==> config.mk <==
export PLATFORM = sky130hd
export DESIGN_NAME = kuz_core_arbiter_flat
export DESIGN_NICKNAME = d
export VERILOG_FILES = /design/src/rtl/kuz_core_arbiter_if.sv /design/src/rtl/kuz_core_arbiter.sv /design/src/flat_wrapper.sv
export SDC_FILE = /design/constraint.sdc
export NUM_CORES = 1
export LEC_CHECK = 0
export BUFFER_PORTS_ARGS = -buffer_cell sky130_fd_sc_hd__buf_4
export CORE_AREA = 2 2 257 259
export DETAILED_ROUTE_END_ITERATION = 12
export DIE_AREA = 0 0 259 261
export HOLD_SLACK_MARGIN = 0.03
export PLACE_DENSITY = 0.47
export REMOVE_ABC_BUFFERS = 1
export SLEW_MARGIN = 20
export SYNTH_ARGS = -nofsm -noshare
export SYNTH_HDL_FRONTEND = slang
export SYNTH_SLANG_ARGS = --single-unit
==> constraint.sdc <==
create_clock -name i_clk -period 2.11 [get_ports i_clk]
set_input_delay 0.5275 -clock i_clk [delete_from_list [all_inputs] [get_ports i_clk]]
set_output_delay 0.5275 -clock i_clk [all_outputs]
set_load 0.05 [all_outputs]
==> src/rtl/kuz_core_arbiter_if.sv <==
// Requester and response handshake bundle shared by the two block sources,
// the result consumer and the Kuznyechik core arbiter.
interface kuz_core_arbiter_if;
    logic         req0_valid;
    logic [127:0] req0_data;
    logic         req0_ready;
    logic         req1_valid;
    logic [127:0] req1_data;
    logic         req1_ready;
    logic         rsp_valid;
    logic         rsp_id;
    logic [127:0] rsp_data;
    logic         rsp_err;
    logic         rsp_ready;

    modport slave (
        input  req0_valid, req0_data, req1_valid, req1_data, rsp_ready,
        output req0_ready, req1_ready, rsp_valid, rsp_id, rsp_data, rsp_err
    );

    modport master (
        output req0_valid, req0_data, req1_valid, req1_data, rsp_ready,
        input  req0_ready, req1_ready, rsp_valid, rsp_id, rsp_data, rsp_err
    );
endinterface

==> src/rtl/kuz_core_arbiter.sv <==
// Round-robin sharing of one Kuznyechik core between two requesters, with
// per-job timeout and ID-tagged responses.
//
// state  | meaning
// S_IDLE | core disabled, waiting to grant a requester
// S_RUN  | core enabled with the latched block, waiting for finish or timeout
// S_RESP | result held on the response port until the consumer takes it
module kuz_core_arbiter #(
    parameter int unsigned TIMEOUT = 64
) (
    input  logic                i_clk,
    input  logic                i_rst,
    kuz_core_arbiter_if.slave   bus,
    output logic                o_core_enable,
    output logic [127:0]        o_core_input,
    input  logic [127:0]        i_core_output,
    input  logic                i_core_finish,
    output logic                o_busy,
    output logic [15:0]         o_done_count
);

    typedef enum logic [1:0] {
        S_IDLE = 2'd0,
        S_RUN  = 2'd1,
        S_RESP = 2'd2
    } state_t;

    localparam logic [7:0] TMO_LAST = 8'(TIMEOUT - 1);

    state_t       r_state;
    state_t       w_state_nxt;
    logic         r_last_grant;
    logic         r_job_id;
    logic [127:0] r_job_data;
    logic [127:0] r_rsp_data;
    logic         r_rsp_err;
    logic [7:0]   r_tmo_cnt;
    logic [15:0]  r_done_count;

    logic         w_gnt_valid;
    logic         w_gnt_id;
    logic         w_accept;
    logic         w_finish;
    logic         w_timeout;
    logic         w_rsp_take;

    // Tie goes to whoever did not win last; a lone requester always wins.
    always_comb begin
        w_gnt_valid = bus.req0_valid | bus.req1_valid;
        w_gnt_id    = (bus.req0_valid & bus.req1_valid) ? ~r_last_grant : bus.req1_valid;
        w_accept    = (r_state == S_IDLE) & w_gnt_valid & ~i_rst;
        w_finish    = (r_state == S_RUN) & i_core_finish;
        w_timeout   = (r_state == S_RUN) & (r_tmo_cnt == TMO_LAST);
        w_rsp_take  = (r_state == S_RESP) & bus.rsp_ready;
    end

    always_ff @(posedge i_clk) begin
        if (i_rst) begin
            r_state <= S_IDLE;
        end else begin
            r_state <= w_state_nxt;
        end
    end

    always_comb begin
        w_state_nxt = r_state;
        case (r_state)
            S_IDLE: begin
                if (w_accept) w_state_nxt = S_RUN;
            end
            S_RUN: begin
                if (w_finish || w_timeout) w_state_nxt = S_RESP;
            end
            S_RESP: begin
                if (w_rsp_take) w_state_nxt = S_IDLE;
            end
            default: w_state_nxt = S_IDLE;
        endcase
    end

    always_ff @(posedge i_clk) begin
        if (i_rst) begin
            r_last_grant <= 1'b1;
            r_job_id     <= 1'b0;
            r_job_data   <= '0;
            r_rsp_data   <= '0;
            r_rsp_err    <= 1'b0;
            r_tmo_cnt    <= '0;
            r_done_count <= '0;
        end else begin
            if (w_accept) begin
                r_job_data   <= w_gnt_id ? bus.req1_data : bus.req0_data;
                r_job_id     <= w_gnt_id;
                r_last_grant <= w_gnt_id;
                r_tmo_cnt    <= '0;
            end
            if (r_state == S_RUN) begin
                r_tmo_cnt <= r_tmo_cnt + 8'd1;
                // A finish in the timeout cycle still delivers the ciphertext.
                if (w_finish) begin
                    r_rsp_data <= i_core_output;
                    r_rsp_err  <= 1'b0;
                end else if (w_timeout) begin
                    r_rsp_data <= '0;
                    r_rsp_err  <= 1'b1;
                end
            end
            if (w_rsp_take) begin
                r_done_count <= r_done_count + 16'd1;
            end
        end
    end

    assign bus.req0_ready = w_accept & ~w_gnt_id;
    assign bus.req1_ready = w_accept & w_gnt_id;
    assign bus.rsp_valid  = (r_state == S_RESP);
    assign bus.rsp_id     = r_job_id;
    assign bus.rsp_data   = r_rsp_data;
    assign bus.rsp_err    = r_rsp_err;

    assign o_core_enable  = (r_state == S_RUN);
    assign o_core_input   = r_job_data;
    assign o_busy         = (r_state != S_IDLE);
    assign o_done_count   = r_done_count;

endmodule

==> src/flat_wrapper.sv <==
// flat-port wrapper written by rule: the top's interface ports become plain ports
module kuz_core_arbiter_flat 
#(
    parameter int unsigned TIMEOUT = 64
)
  (i_clk, i_rst, o_core_enable, o_core_input, i_core_output, i_core_finish, o_busy, o_done_count, bus_req0_valid, bus_req0_data, bus_req1_valid, bus_req1_data, bus_rsp_ready, bus_req0_ready, bus_req1_ready, bus_rsp_valid, bus_rsp_id, bus_rsp_data, bus_rsp_err);
  kuz_core_arbiter_if bus_i ();
  input  logic i_clk;
  input  logic i_rst;
  output logic o_core_enable;
  output logic [127:0] o_core_input;
  input  logic [127:0] i_core_output;
  input  logic i_core_finish;
  output logic o_busy;
  output logic [15:0] o_done_count;
  input wire logic [$bits(bus_i.req0_valid)-1:0] bus_req0_valid;
  input wire logic [$bits(bus_i.req0_data)-1:0] bus_req0_data;
  input wire logic [$bits(bus_i.req1_valid)-1:0] bus_req1_valid;
  input wire logic [$bits(bus_i.req1_data)-1:0] bus_req1_data;
  input wire logic [$bits(bus_i.rsp_ready)-1:0] bus_rsp_ready;
  output wire logic [$bits(bus_i.req0_ready)-1:0] bus_req0_ready;
  output wire logic [$bits(bus_i.req1_ready)-1:0] bus_req1_ready;
  output wire logic [$bits(bus_i.rsp_valid)-1:0] bus_rsp_valid;
  output wire logic [$bits(bus_i.rsp_id)-1:0] bus_rsp_id;
  output wire logic [$bits(bus_i.rsp_data)-1:0] bus_rsp_data;
  output wire logic [$bits(bus_i.rsp_err)-1:0] bus_rsp_err;
  assign bus_i.req0_valid = bus_req0_valid;
  assign bus_i.req0_data = bus_req0_data;
  assign bus_i.req1_valid = bus_req1_valid;
  assign bus_i.req1_data = bus_req1_data;
  assign bus_i.rsp_ready = bus_rsp_ready;
  assign bus_req0_ready = bus_i.req0_ready;
  assign bus_req1_ready = bus_i.req1_ready;
  assign bus_rsp_valid = bus_i.rsp_valid;
  assign bus_rsp_id = bus_i.rsp_id;
  assign bus_rsp_data = bus_i.rsp_data;
  assign bus_rsp_err = bus_i.rsp_err;
  kuz_core_arbiter #(.TIMEOUT(TIMEOUT)) u_core (.i_clk(i_clk), .i_rst(i_rst), .bus(bus_i), .o_core_enable(o_core_enable), .o_core_input(o_core_input), .i_core_output(i_core_output), .i_core_finish(i_core_finish), .o_busy(o_busy), .o_done_count(o_done_count));
endmodule
Word level (Yosys, flattened, before mapping)
Cells that the tools add are included.

storage, ports and cells
  output and inout bits = 279
  bits of input ports = 390
  bits in registers = 285
  word-level logic and storage cells = 47

operators by class
  $add $sub $neg = 2
  bitwise operators = 12
  eq/ne operators = 6
  reductions and logical operators = 7
  mux-type cells = 12

operator list
  kind                                           number
  2-to-1 mux 128 bit                             3
  adder 16 x 1 -> 16 bit, second input constant  1
  2-to-1 mux 8 bit                               2
  adder 8 x 1 -> 8 bit, second input constant    1
  AND 1 bit                                      8
  == test 8 x 6 -> 1 bit, second input constant  1
  2-to-1 mux 2 bit                               3
  != test 2 x 1 -> 1 bit, second input constant  3
  case mux 2 bit (3 select lines)                1
  nonzero test 2 bit                             3
  2-to-1 mux 1 bit                               3
  inverter 1 bit                                 3
  AND reduction 3 bit                            1
  == test 2 x 1 -> 1 bit, second input constant  1
  == test 2 bit, second input constant           1
  zero test 2 bit                                1
  AND reduction 2 bit                            1
  logical OR 1 bit                               1
  OR 1 bit                                       1

Longest topological paths before layout
  depth in word-level cells = 5
  gate-level depth with buffers = 7
  gate-level depth less buffers = 5

Worst setup path after synthesis
OpenSTA, ideal clock, no wires.

  kind = register to output
  from = register u_core.r_state[1]
  to = output bus_req1_ready
  data arrival time = 2.588 ns
  stages on the path, launching flop included = 6
  setup slack = -1.005 ns
  buffers on the path = 2
  required time = 1.582 ns
  cell sequence = dfxtp_1 or2_1 clkbuf_1 or2_2 clkbuf_1 nor3b_1

between the ends
  longest elaborated chain between the ends = 4

RTL lines
  element                   RTL line                 RTL
  start: declaration        kuz_core_arbiter.sv:30   state_t r_state;
  start signal: assignment  kuz_core_arbiter.sv:61   r_state <= w_state_nxt;
  zero test 2 bit           kuz_core_arbiter.sv:51   w_accept = (r_state == S_IDLE) & w_gnt_valid & ~i_rst;
  AND 1 bit (2 in series)   kuz_core_arbiter.sv:51
  AND 1 bit                 kuz_core_arbiter.sv:115  assign bus.req1_ready = w_accept & w_gnt_id;
  end: declaration          flat_wrapper.sv:22       output wire logic [$bits(bus_i.req1_ready)-1:0] bus_req1_ready;

Every way passes these cells.

Worst setup path in the final report
Same ends and word-level chain as after synthesis.

==> impl_summary.log <==
[metrics] Seq pwr share: 36.6%
[metrics] wire length of the first global-routing pass: 65600 um
[metrics] maximum fanout along the worst path: 4
[metrics] vias in the first global route: 10442
[metrics] antenna violations before repair: 3
[metrics] full die area: 0.0676 mm2
[metrics] post-synthesis instance total: 1019
[metrics] internal cell power: 11.1 mW
[metrics] routed len/inst: 17.9 um
[metrics] global route total overflow: 0
[metrics] Initial Util: 16.4%
[metrics] half-perimeter wire length of the detailed placement result: 36000 um
[metrics] endpoint required time on the critical path: 1.58 ns
[metrics] signal arrival time at the worst endpoint: 1.74 ns
[metrics] Leak: 8.19 nW
[metrics] worst setup slack after layout: -0.154 ns
[metrics] Setup WS pre-CTS: 0.0312 ns
[metrics] Via Count: 10336
[metrics] unrepaired setup endpoints after global routing: yes
[metrics] TritonCTS Buffers: 37
[metrics] final hold slack: 0.182 ns
[metrics] Reg area: 0.00571 mm2
[metrics] number of warning messages in the yosys log: 0
[metrics] final setup violation count: 2
[metrics] Filler Cells Inserted: 6918
[metrics] final slew viol count: 0
[metrics] FFs w/ async S/R, synth: 0%
[metrics] measured slew at the worst slew-check pin: 0.911 ns
[metrics] number of detailed-route iterations in the first pass: 5
[metrics] clock sink count: 285
[metrics] placeable core region: 0.0650 mm2
[metrics] top post-synthesis cells by count: sky130_fd_sc_hd__dfxtp_1 (285), sky130_fd_sc_hd__nor2_1 (147), sky130_fd_sc_hd__a211oi_1 (129)
[metrics] first-iteration detailed-routing DRC count: 396
[metrics] routed via count divided by cell count: 4.01
[metrics] post-synthesis area per instance: 10.5 um2
[metrics] number of max-cap violations: 0
[metrics] Total Routed Length: 46100 um
[metrics] crit path capture type: output port
[metrics] CTS Root Buffer Type: sky130_fd_sc_hd__clkbuf_16
[metrics] switching power share of the total: 33.0%
[metrics] Die Y-Extent: 261 um
[metrics] fraction of final layout cells with drive strength greater than 1: 46.0%
[metrics] total standard cell area after synthesis: 0.0107 mm2
[metrics] Area Growth Syn to Fin: 70.4%
[metrics] detailed-route DRC error count: 0
[metrics] type of element launching the critical path: flip-flop
[metrics] source-to-sink clock delay at the later pin of the worst-skew pair: 0.55 ns
[metrics] Tmin final: 2.26 ns
[metrics] CTS tree: built
[metrics] multi-input gate area in the final layout: 0.00463 mm2
[metrics] final layout net count: 2076
[metrics] cell with the most instances after synthesis: sky130_fd_sc_hd__dfxtp_1
[metrics] Layout Skew: 0.0172 ns
[metrics] headroom to the max-slew limit: 39.2%
[metrics] count of unique library cells instantiated by Yosys: 39
[metrics] count of flip-flops with a built-in enable after synthesis: 0
[metrics] fmax: 442 MHz
[metrics] violations in the final reports: negative setup slack
[metrics] final RePlAce weighted congestion: 0.879
[metrics] run status: finished, violations left
[metrics] fraction of post-synthesis cell area in the top cell type by area: 53.3%
[metrics] cell count of the worst hold path: 2
[metrics] Port Buffer Count: 668
[metrics] utilization after layout: 28.0%
[metrics] synthesized flop and latch total: 285
[metrics] type of the setup path with the least slack: flip-flop to output port
[metrics] Final ANT Viol Nets: 0
[metrics] Tightest Hold Check Type: primary input to flip-flop
[metrics] overall routing resource usage: 12.8%
[metrics] number of I/O pins: 669
[metrics] Rows: 94
[metrics] Final Hold Vio Count: 0
[metrics] maximum buffer depth of the clock tree: 3
[metrics] areal power density over the cells: 912 mW/mm2
[metrics] share of total power in the clock network: 37.7%
[metrics] synth top area cells: sky130_fd_sc_hd__dfxtp_1 (53%), sky130_fd_sc_hd__mux2i_1 (12%), sky130_fd_sc_hd__a22o_1 (10%)
[metrics] final worst path period share: 107%
[metrics] most common flop cell mapped by yosys: sky130_fd_sc_hd__dfxtp_1
[metrics] count of H-tree levels built during CTS: 2
[metrics] sequential element share of the synthesized area: 53.3%
[metrics] switching power: 5.49 mW
[metrics] width of the die: 259 um
[metrics] pin count of the biggest net entering global routing: 148
[metrics] VDD IR-drop max: 512 uV
[metrics] combinational share of power: 25.8%
[metrics] length in cells of the worst reg-to-reg path: 5
[metrics] clock-pin transition on the worst setup and hold timing paths: 0.06 ns
[metrics] largest area contributor in the synthesized netlist: sky130_fd_sc_hd__dfxtp_1
==> sequential cells by signal, indices dropped and copies added, names as in the netlist <==
signal / flops
u_core.r_state: 2
u_core.bus.rsp_id: 1
u_core.r_tmo_cnt: 8
u_core.bus.rsp_err: 1
u_core.bus.rsp_data: 128
u_core.r_last_grant: 1
u_core.o_core_input: 128
u_core.o_done_count: 16
==> worst max-delay path, cell delays in order, from the launching register on <==
cell and delay, ns:
sky130_fd_sc_hd__dfxtp_1 0.33, sky130_fd_sc_hd__or2_1 0.23, sky130_fd_sc_hd__or2_4 0.26, sky130_fd_sc_hd__nor3b_4 0.19, sky130_fd_sc_hd__buf_6 0.19
==> metal layers <==
metal  up-vias  part of all wire (%)  track usage (%)
li1       5109                     -                -
met1      4814                    41             15.4
met2       331                    49             21.4
met3        82                   6.7             3.77
met4         0                   3.2             4.93
met5         -                     0                0
==> logic make-up (layout without fill, tap and decap cells) <==
group / count (synthesis) / in the layout / share of synthesized area (%)
flip-flops: 285 / 285 / 53.3
AO/OA/AOI/OAI: 291 / 291 / 21.4
XOR/XNOR: 10 / 10 / 0.819
buffers and inverters: 96 / 787 / 3.99
other: 0 / 3 / 0
adder cells (fa/ha/maj): 2 / 2 / 0.234
AND/OR/NAND/NOR: 207 / 207 / 8.30
multiplexers: 128 / 128 / 12.0
==> timing repair <==
action | 4_1_cts | 5_1_grt
setup endpoints to repair | 3 | 4
buffers inserted | 2 | 0
pin swaps | 3 | 0
hold buffers | 0 | 0
cloned | 0 | 0
resized for setup | 10 | 3
endpoints found under the hold margin | 0 | 0
==> cell type report <==
cell class | instances | share of cell area (%)
Timing Repair Buffer | 719 | 30.7
Clock inverter | 12 | 0.803
Antenna cell | 3 | 0.0412
Tap cell | 864 | 5.93
Inverter | 3 | 0.0686
Sequential cell | 285 | 31.3
Clock buffer | 53 | 5.74
Multi-Input combinational cell | 638 | 25.4
==> cell usage in the layout (no fill, tap or decap), types with 7 or more instances in the layout <==
cell type	n
sky130_fd_sc_hd__buf_4	700
sky130_fd_sc_hd__dfxtp_1	284
sky130_fd_sc_hd__nor2_1	145
sky130_fd_sc_hd__a211oi_1	129
sky130_fd_sc_hd__a22o_1	128
sky130_fd_sc_hd__mux2i_1	128
sky130_fd_sc_hd__clkbuf_16	37
sky130_fd_sc_hd__nand2_1	17
sky130_fd_sc_hd__a21oi_1	17
sky130_fd_sc_hd__buf_12	14
sky130_fd_sc_hd__clkbuf_1	10
sky130_fd_sc_hd__nand3_1	7
sky130_fd_sc_hd__o21ai_0	7
sky130_fd_sc_hd__xnor2_1	7
==> per-stage QoR <==
stage                     power [mW]  cells  setup TNS [ns]  cell area, um2
after floorplan                 9.04    926        -2306.89           10300
after global placement          10.5   2508               0           17000
after detailed placement        10.5   2508               0           17000
after CTS                       16.9   2575          -0.345           18200
after global routing            17.4   2575          -0.459           18200
final                           16.6   2577          -0.272           18200
==> final timing paths <==
path | slack, ns | from | to
setup / recovery | -0.15 | u_core.r_state[1]$_SDFFE_PP0P_ | bus_req1_ready
hold / removal | 0.18 | i_core_finish | u_core.bus.rsp_err$_SDFFE_PP0P_
setup reg to reg | 0.16 | u_core.r_state[0]$_SDFFE_PP0P_ | u_core.o_done_count[15]$_SDFFE_PP0P_
hold reg to reg | 0.48 | u_core.bus.rsp_data[38]$_SDFFE_PP0P_ | u_core.bus.rsp_data[38]$_SDFFE_PP0P_
==> power groups by stage <==
stage               clock network (mW)  registers [mW]  logic (mW)
finish                            6.26            6.08        4.28
global route                      6.70            6.13        4.53
CTS                               6.53            6.08        4.33
detailed placement                   0            6.19        4.31
global placement                     0            6.18        4.29
floorplan                            0            7.61        1.43
(Power assumes the default switching activity.)
